### src/rtl/dmem_pkg.sv
// dmem_pkg: shared types and constants for the data-memory arbiter
package dmem_pkg;
   typedef enum logic [1:0] {IDLE, RD_WAIT, RD_DONE} state_e;
   typedef logic port_t;
   localparam logic [15:0] ADDR_LAST = 16'hFFFF;
endpackage

### src/rtl/dmem_arbiter_rr_arb2.sv
// rr_arb2: two-input round-robin / fixed-priority picker with last-grant pointer
module rr_arb2
   import dmem_pkg::*;
(
   input  logic       clk,
   input  logic       reset,
   input  logic [1:0] req,
   input  logic       en,
   input  logic       fixed,
   output logic [1:0] gnt
);
   port_t ptr_q, ptr_d, win;
   // on a tie, round-robin picks the port that did not win last
   always_comb begin
      win   = req[1] & (~req[0] | (~fixed & ~ptr_q));
      gnt   = en ? {win, req[0] & ~win} : 2'b00;
      ptr_d = (|gnt) ? win : ptr_q;
   end
   always_ff @(posedge clk) ptr_q <= reset ? 1'b1 : ptr_d;
endmodule

### src/rtl/dmem_arbiter.sv
// dmem_arbiter: two-port arbiter/sequencer for the single-ported data memory,
// with a fixed two-cycle read return and rejection of the wrapping address.
module dmem_arbiter
   import dmem_pkg::*;
#(
   parameter bit FIXED_PRIO = 1'b0,
   parameter int AW = 16,
   parameter int DW = 16
) (
   input  logic          clk,
   input  logic          reset,
   input  logic          req0,
   input  logic          we0,
   input  logic [AW-1:0] addr0,
   input  logic [DW-1:0] wdata0,
   output logic          gnt0,
   output logic          rvalid0,
   output logic [DW-1:0] rdata0,
   output logic          err0,
   input  logic          req1,
   input  logic          we1,
   input  logic [AW-1:0] addr1,
   input  logic [DW-1:0] wdata1,
   output logic          gnt1,
   output logic          rvalid1,
   output logic [DW-1:0] rdata1,
   output logic          err1,
   output logic          mem_we,
   output logic          mem_re,
   output logic [AW-1:0] mem_addr,
   output logic [DW-1:0] mem_wdata,
   input  logic [DW-1:0] mem_rdata
);
   localparam logic [AW-1:0] LAST = AW'(ADDR_LAST);
   state_e        state_q, state_d;
   port_t         owner_q, owner_d, win;
   logic [DW-1:0] rdata0_q, rdata0_d, rdata1_q, rdata1_d, sel_wdata;
   logic [AW-1:0] sel_addr;
   logic [1:0]    gnt;
   logic          can_cmd, any, sel_we, bad;

   assign can_cmd = ~reset & (state_q == IDLE | state_q == RD_DONE);

   rr_arb2 u_arb (
      .clk  (clk),
      .reset(reset),
      .req  ({req1, req0}),
      .en   (can_cmd),
      .fixed(FIXED_PRIO),
      .gnt  (gnt)
   );

   always_comb begin
      win       = gnt[1];
      any       = |gnt;
      sel_we    = win ? we1 : we0;
      sel_addr  = win ? addr1 : addr0;
      sel_wdata = win ? wdata1 : wdata0;
      bad       = sel_addr == LAST;
      gnt0      = gnt[0];
      gnt1      = gnt[1];
      err0      = gnt[0] & bad;
      err1      = gnt[1] & bad;
      mem_we    = any & ~bad & sel_we;
      mem_re    = any & ~bad & ~sel_we;
      mem_addr  = any ? sel_addr : '0;
      mem_wdata = any ? sel_wdata : '0;
      // a reset cycle discards the read in flight
      rvalid0   = ~reset & (state_q == RD_DONE) & ~owner_q;
      rvalid1   = ~reset & (state_q == RD_DONE) & owner_q;
      state_d   = mem_re ? RD_WAIT : (state_q == RD_WAIT) ? RD_DONE : IDLE;
      owner_d   = mem_re ? win : owner_q;
      rdata0_d  = (state_q == RD_WAIT & ~owner_q) ? mem_rdata : rdata0_q;
      rdata1_d  = (state_q == RD_WAIT & owner_q) ? mem_rdata : rdata1_q;
      rdata0    = rdata0_q;
      rdata1    = rdata1_q;
   end

   always_ff @(posedge clk) begin
      if (reset) begin
         state_q  <= IDLE;
         owner_q  <= 1'b0;
         rdata0_q <= '0;
         rdata1_q <= '0;
      end else begin
         state_q  <= state_d;
         owner_q  <= owner_d;
         rdata0_q <= rdata0_d;
         rdata1_q <= rdata1_d;
      end
   end
endmodule

### config.mk
export PLATFORM = sky130hd
export DESIGN_NAME = dmem_arbiter
export DESIGN_NICKNAME = d
export VERILOG_FILES = /design/src/rtl/dmem_pkg.sv /design/src/rtl/dmem_arbiter_rr_arb2.sv /design/src/rtl/dmem_arbiter.sv
export SDC_FILE = /design/constraint.sdc
export NUM_CORES = 1
export LEC_CHECK = 0
export CAP_MARGIN = 20
export CORE_UTILIZATION = 35
export DETAILED_ROUTE_END_ITERATION = 7
export PLACE_DENSITY = 0.87
export SLEW_MARGIN = 40
export SYNTH_ARGS = -nofsm -noshare
export SYNTH_HDL_FRONTEND = slang
export SYNTH_SLANG_ARGS = --single-unit
### constraint.sdc
create_clock -name clk -period 4.2 [get_ports clk]
set_input_delay 1.05 -clock clk [delete_from_list [all_inputs] [get_ports clk]]
set_output_delay 1.05 -clock clk [all_outputs]
set_load 0.05 [all_outputs]
# Yosys cells after proc, flatten, opt, wreduce, memory -nomap -nowiden
# Cells that the tools add are included.
[word_totals]
in_bits = 86
out_inout_bits = 72
regBits = 36
wordCells = 42
[op_classes]
muxes = 8
n_eq_ne = 3
n_reduce_logical = 3
bitwise_logic = 22
[ops]
columns = ["op", "n"]
rows = [
  ["two-way mux 16 bit", 4],
  ["== test 16 bit, second input constant", 1],
  ["AND 1 bit", 13],
  ["inverter 1 bit", 7],
  ["two-way mux 2 bit", 2],
  ["OR reduction 2 bit", 2],
  ["== test 2 x 1 -> 1 bit, second input constant", 1],
  ["== test 2 bit, second input constant", 1],
  ["logical NOT 2 bit", 1],
  ["two-way mux 1 bit", 2],
  ["OR 1 bit", 2],
]

# Depth between registers and ports, before layout
[depth]
word_depth = 12
depth_mapped = 7
depth_no_buf = 5

# Modules after synthesis
# From an unflattened synthesis, not the netlist that was laid out.
[unflattened]
cells_unflattened = 290
area_unflattened_um2 = 1931.9
[modules_own_cells]
columns = ["module", "instances", "cells_each", "area_each_um2", "seq_area_each_um2"]
rows = [
  ["dmem_arbiter", 1, 280, 1859.3, 700.7],
  ["rr_arb2", 1, 10, 72.6, 20.0],
]

# Worst setup path before layout
# Ideal clock, no wire load.
[synth_timing]
path_type = "in2out"
from = "input port reset"
to = "output port err0"
path_stages = 4
required_time_ns = 3.150
setup_slack_ns = -0.010
t_arrival_ns = 3.160
n_path_buf = 1
path_cell_list = "buf_6 > or3b_1 > a21oi_1 > nor2b_1"
[synth_via]
elab_cells_between_ends = 6
cone_classes = "eq/ne: 1; mux: 2; bitwise: 3"
[synth_rtl]
columns = ["item", "line", "text"]
rows = [
  ["start: declaration", "dmem_arbiter.sv:11", "input logic reset,"],
  ["inverter 1 bit", "dmem_arbiter.sv:42", "assign can_cmd = ~reset & (state_q == IDLE | state_q == RD_DONE);"],
  ["AND 1 bit", "dmem_arbiter.sv:42", ""],
  ["two-way mux 2 bit", "dmem_arbiter_rr_arb2.sv:16", "gnt = en ? {win, req[0] & ~win} : 2'b00;"],
  ["named net gnt0", "dmem_arbiter.sv:16", "output logic gnt0,"],
  ["AND 1 bit", "dmem_arbiter.sv:62", "err0 = gnt[0] & bad;"],
  ["end: declaration", "dmem_arbiter.sv:19", "output logic err0,"],
]
# The timed path passes the listed nets, and every way through them passes these cells.

# Final worst setup path
[layout_timing]
from = "input port addr1[15]"
to = "output port err0"
[layout_via]
elab_chain_cells = 3
[layout_lines]
columns = ["item", "line", "text"]
rows = [
  ["start: declaration", "dmem_arbiter.sv:22", "input logic [AW-1:0] addr1,"],
  ["two-way mux 16 bit", "dmem_arbiter.sv:57", "sel_addr = win ? addr1 : addr0;"],
  ["== test 16 bit", "dmem_arbiter.sv:59", "bad = sel_addr == LAST;"],
  ["AND 1 bit", "dmem_arbiter.sv:62", ""],
]
# Every way passes these cells.

==> summary.md <==
| Metric | Value |
|---|---|
| Skew-Pair Late Insertion Delay | `290 ps` |
| Syn-to-layout area delta | `89.5%` |
| Post-synthesis instance area | `1880 sq um` |
| Final Hold Viols | `0` |
| Peak VDD IR | `173 uV` |
| Final setup viols | `0` |
| Worst path cell trace | `clkdlybuf4s50_1 > nand4_1 > nor4_2 > mux2i_1 > nor2b_2 > buf_4` |
| Drc violations | `0` |
| Post-route ant nets | `0` |
| RSZ-0062 raised after global routing | `false` |
| Htree depth | `2` |
| Post-layout min period | `3920 ps` |
| Final worst path period share | `0.933` |
| Postcts setup bufs | `0` |
| Nets | `527` |
| Routed WL per cell | `14.3 um` |
| Max Clk Rate | `255 MHz` |
| Number of antenna violations at the first check in global routing | `0` |
| Synth area leader | `dfxtp_1` |
| # diodes | `0` |
| Synth area leaders | `dfxtp_1 (38%), nand2_1 (26%), nand3_1 (9.0%)` |
| R2R setup slack | `2370 ps` |
| Layout cell share with drive strength beyond 1 | `0.136` |
| Hold depth | `2` |
| Status | `finished, final reports clean` |
| Slew HR | `0.540` |
| Non-Filler Instances | `512` |
| Worst path top cell family by delay | `simple AND/OR/NAND/NOR gates` |
| TritonCTS clock tree | `done` |
| Vias in the first global route | `2420` |
| Via count | `2602` |
| Post-synthesis net count | `379` |
| CP required | `3150 ps` |
| Placed insts | `504` |
| Layout Skew | `9.64 ps` |
| Critical Path Slowest Stage Cell | `nor4_2` |
| Post-Synthesis Cells | `293` |
| CP arrival | `2870 ps` |
| Crit path largest cell delay | `600 ps` |
| Initial Utilization | `0.367` |
| Most common cell after layout, fill and taps aside | `nand2_1` |
| Final Max Slew Viols | `0` |
| Critical path buffers and inverters | `2` |
| Vias per std cell | `5.08` |
| Post-synth top area share | `0.382` |
| Post_cts resized | `0` |
| Commonest non-fill, non-tap cells in the layout | `nand2_1 (131), clkdlybuf4s50_1 (117), buf_4 (40)` |
| GP Congestion | `0.895` |
| CTS sink count | `36` |
| Port Buffers | `157` |
| R2R cell count | `5` |
| Inserted Clock Buffers | `5` |
| Filler cells | `439` |
| Iter 0 DRT Violations | `128` |
| Worst setup EP type | `output port` |
| LEAKAGE | `1.46 nW` |
| Startpoint of the worst register-to-register path | `state_q[0]` |
| Sum Neg Setup Slack | `0 ps` |
| CP Launch Type | `input port` |
| Gr ovfl total | `0` |
| 1st-pass router iterations | `4` |
| Core ar. | `5140 sq um` |
| Crit Path Category | `in2out` |
| Io pins | `158` |
| Max FO, Critical Path | `5` |
| CTS Hold Bufs | `0` |
| DP Wirelength | `5.73 mm` |
| Site Rows | `26` |
| Die width | `75.4 um` |
| Worst slack, placed | `297 ps` |
| Global-route usage over all layers | `0.257` |
| Yosys reg bits | `36` |
| Slew @ Worst Pin | `690 ps` |
| Syn avg cell area | `6.43 sq um` |
| Min-delay src | `rdata1[14]` |
| Max cap viols | `0` |
| Fin worst setup slack | `282 ps` |
| Async set-reset flop share out of synthesis | `0` |
| Die area | `5680 sq um` |
| PD cells | `286 nW/um^2` |
| First-pass GRT wire length | `11.0 mm` |
| Min-delay worst type | `reg2reg` |
| Yosys cell types | `26` |
| Ys flop type | `dfxtp_1` |
| Yosys warns | `0` |
| CTS Root Cell | `clkbuf_8` |
| Reg2reg end | `owner_q` |
| Number of flops mapped to enable cells by yosys | `0` |
| Largest net degree at the start of global routing | `38` |
| Clock buffer depth | `2` |
| Hold EP | `rdata1[14]` |
| Total wire length | `7.34 mm` |
| Clock Pin Slew Worst Setup and Hold Paths | `70 ps` |
| Register area share after synthesis | `0.382` |
| Die H | `75.4 um` |
cells by family after synthesis:
kind of cell / share of synthesized area
buffers and inverters: 0.0544
DFF: 0.382
AOI/OAI and AO/OA: 0.117
muxes: 0.0113
and+or+nand+nor: 0.435
Yosys cell counts (all sizes together), types with 2 or more instances:
| library cell | number |
|---|---|
| nand2b | 4 |
| and2 | 2 |
| nand2 | 131 |
| nor4 | 2 |
| clkbuf | 14 |
| nand4 | 8 |
| inv | 2 |
| o31ai | 2 |
| buf | 7 |
| nand3 | 34 |
| nor2 | 8 |
| a21oi | 33 |
| dfxtp | 36 |
how the worst max path moves through the flow:
stage	startpoint	to	cells after the start
after floorplan	reset	err0	4
after global placement	addr1[4]	err0	6
after detailed placement	addr1[15]	err0	6
after CTS	addr1[4]	err0	6
after global routing	reset	mem_re	6
final	addr1[15]	err0	6
sequential cells by signal (all words and copies together) (netlist names):
register     flops
u_arb.ptr_q      1
state_q          2
rdata1          16
rdata0          16
owner_q          1
final cells by class:
cell class | count | area [sq um] | area share
inverters | 3 | 11.3 | 0.00315
well taps | 70 | 87.6 | 0.0245
multi-input cells | 233 | 1070 | 0.299
clock inverters | 3 | 42.5 | 0.0119
repair buffers | 162 | 1570 | 0.440
flip-flops and latches | 36 | 721 | 0.202
clock buffers | 5 | 68.8 | 0.0193
through the flow:
step,total power (W),area (sq um),utilization,hold WS [ps]
detailed placement,0.000731,3460,0.673,446
finish,0.00102,3570,0.695,453
global route,0.00106,3570,0.695,487
global placement,0.000727,3450,0.672,441
CTS,0.00103,3570,0.695,455
floorplan,0.000562,1890,-,503
layer usage:
metal | global-route usage | part of all wire
met4 | 0.150 | 0.041
met5 | 0 | 0
met1 | 0.263 | 0.35
met2 | 0.468 | 0.52
met3 | 0.0728 | 0.091
report_power, final:
part	total, W	internal, W	switching (W)
sequential	0.000361	0.000354	0.00000759
clock	0.000297	0.000176	0.000122
combinational	0.000364	0.000149	0.000215
tightest hold or removal path, cell delays in order (launching register included):
cell and delay [ps]:
dfxtp_1 310, nand2_1 50, a21oi_1 50
Power figures use the tool's default switching activity.
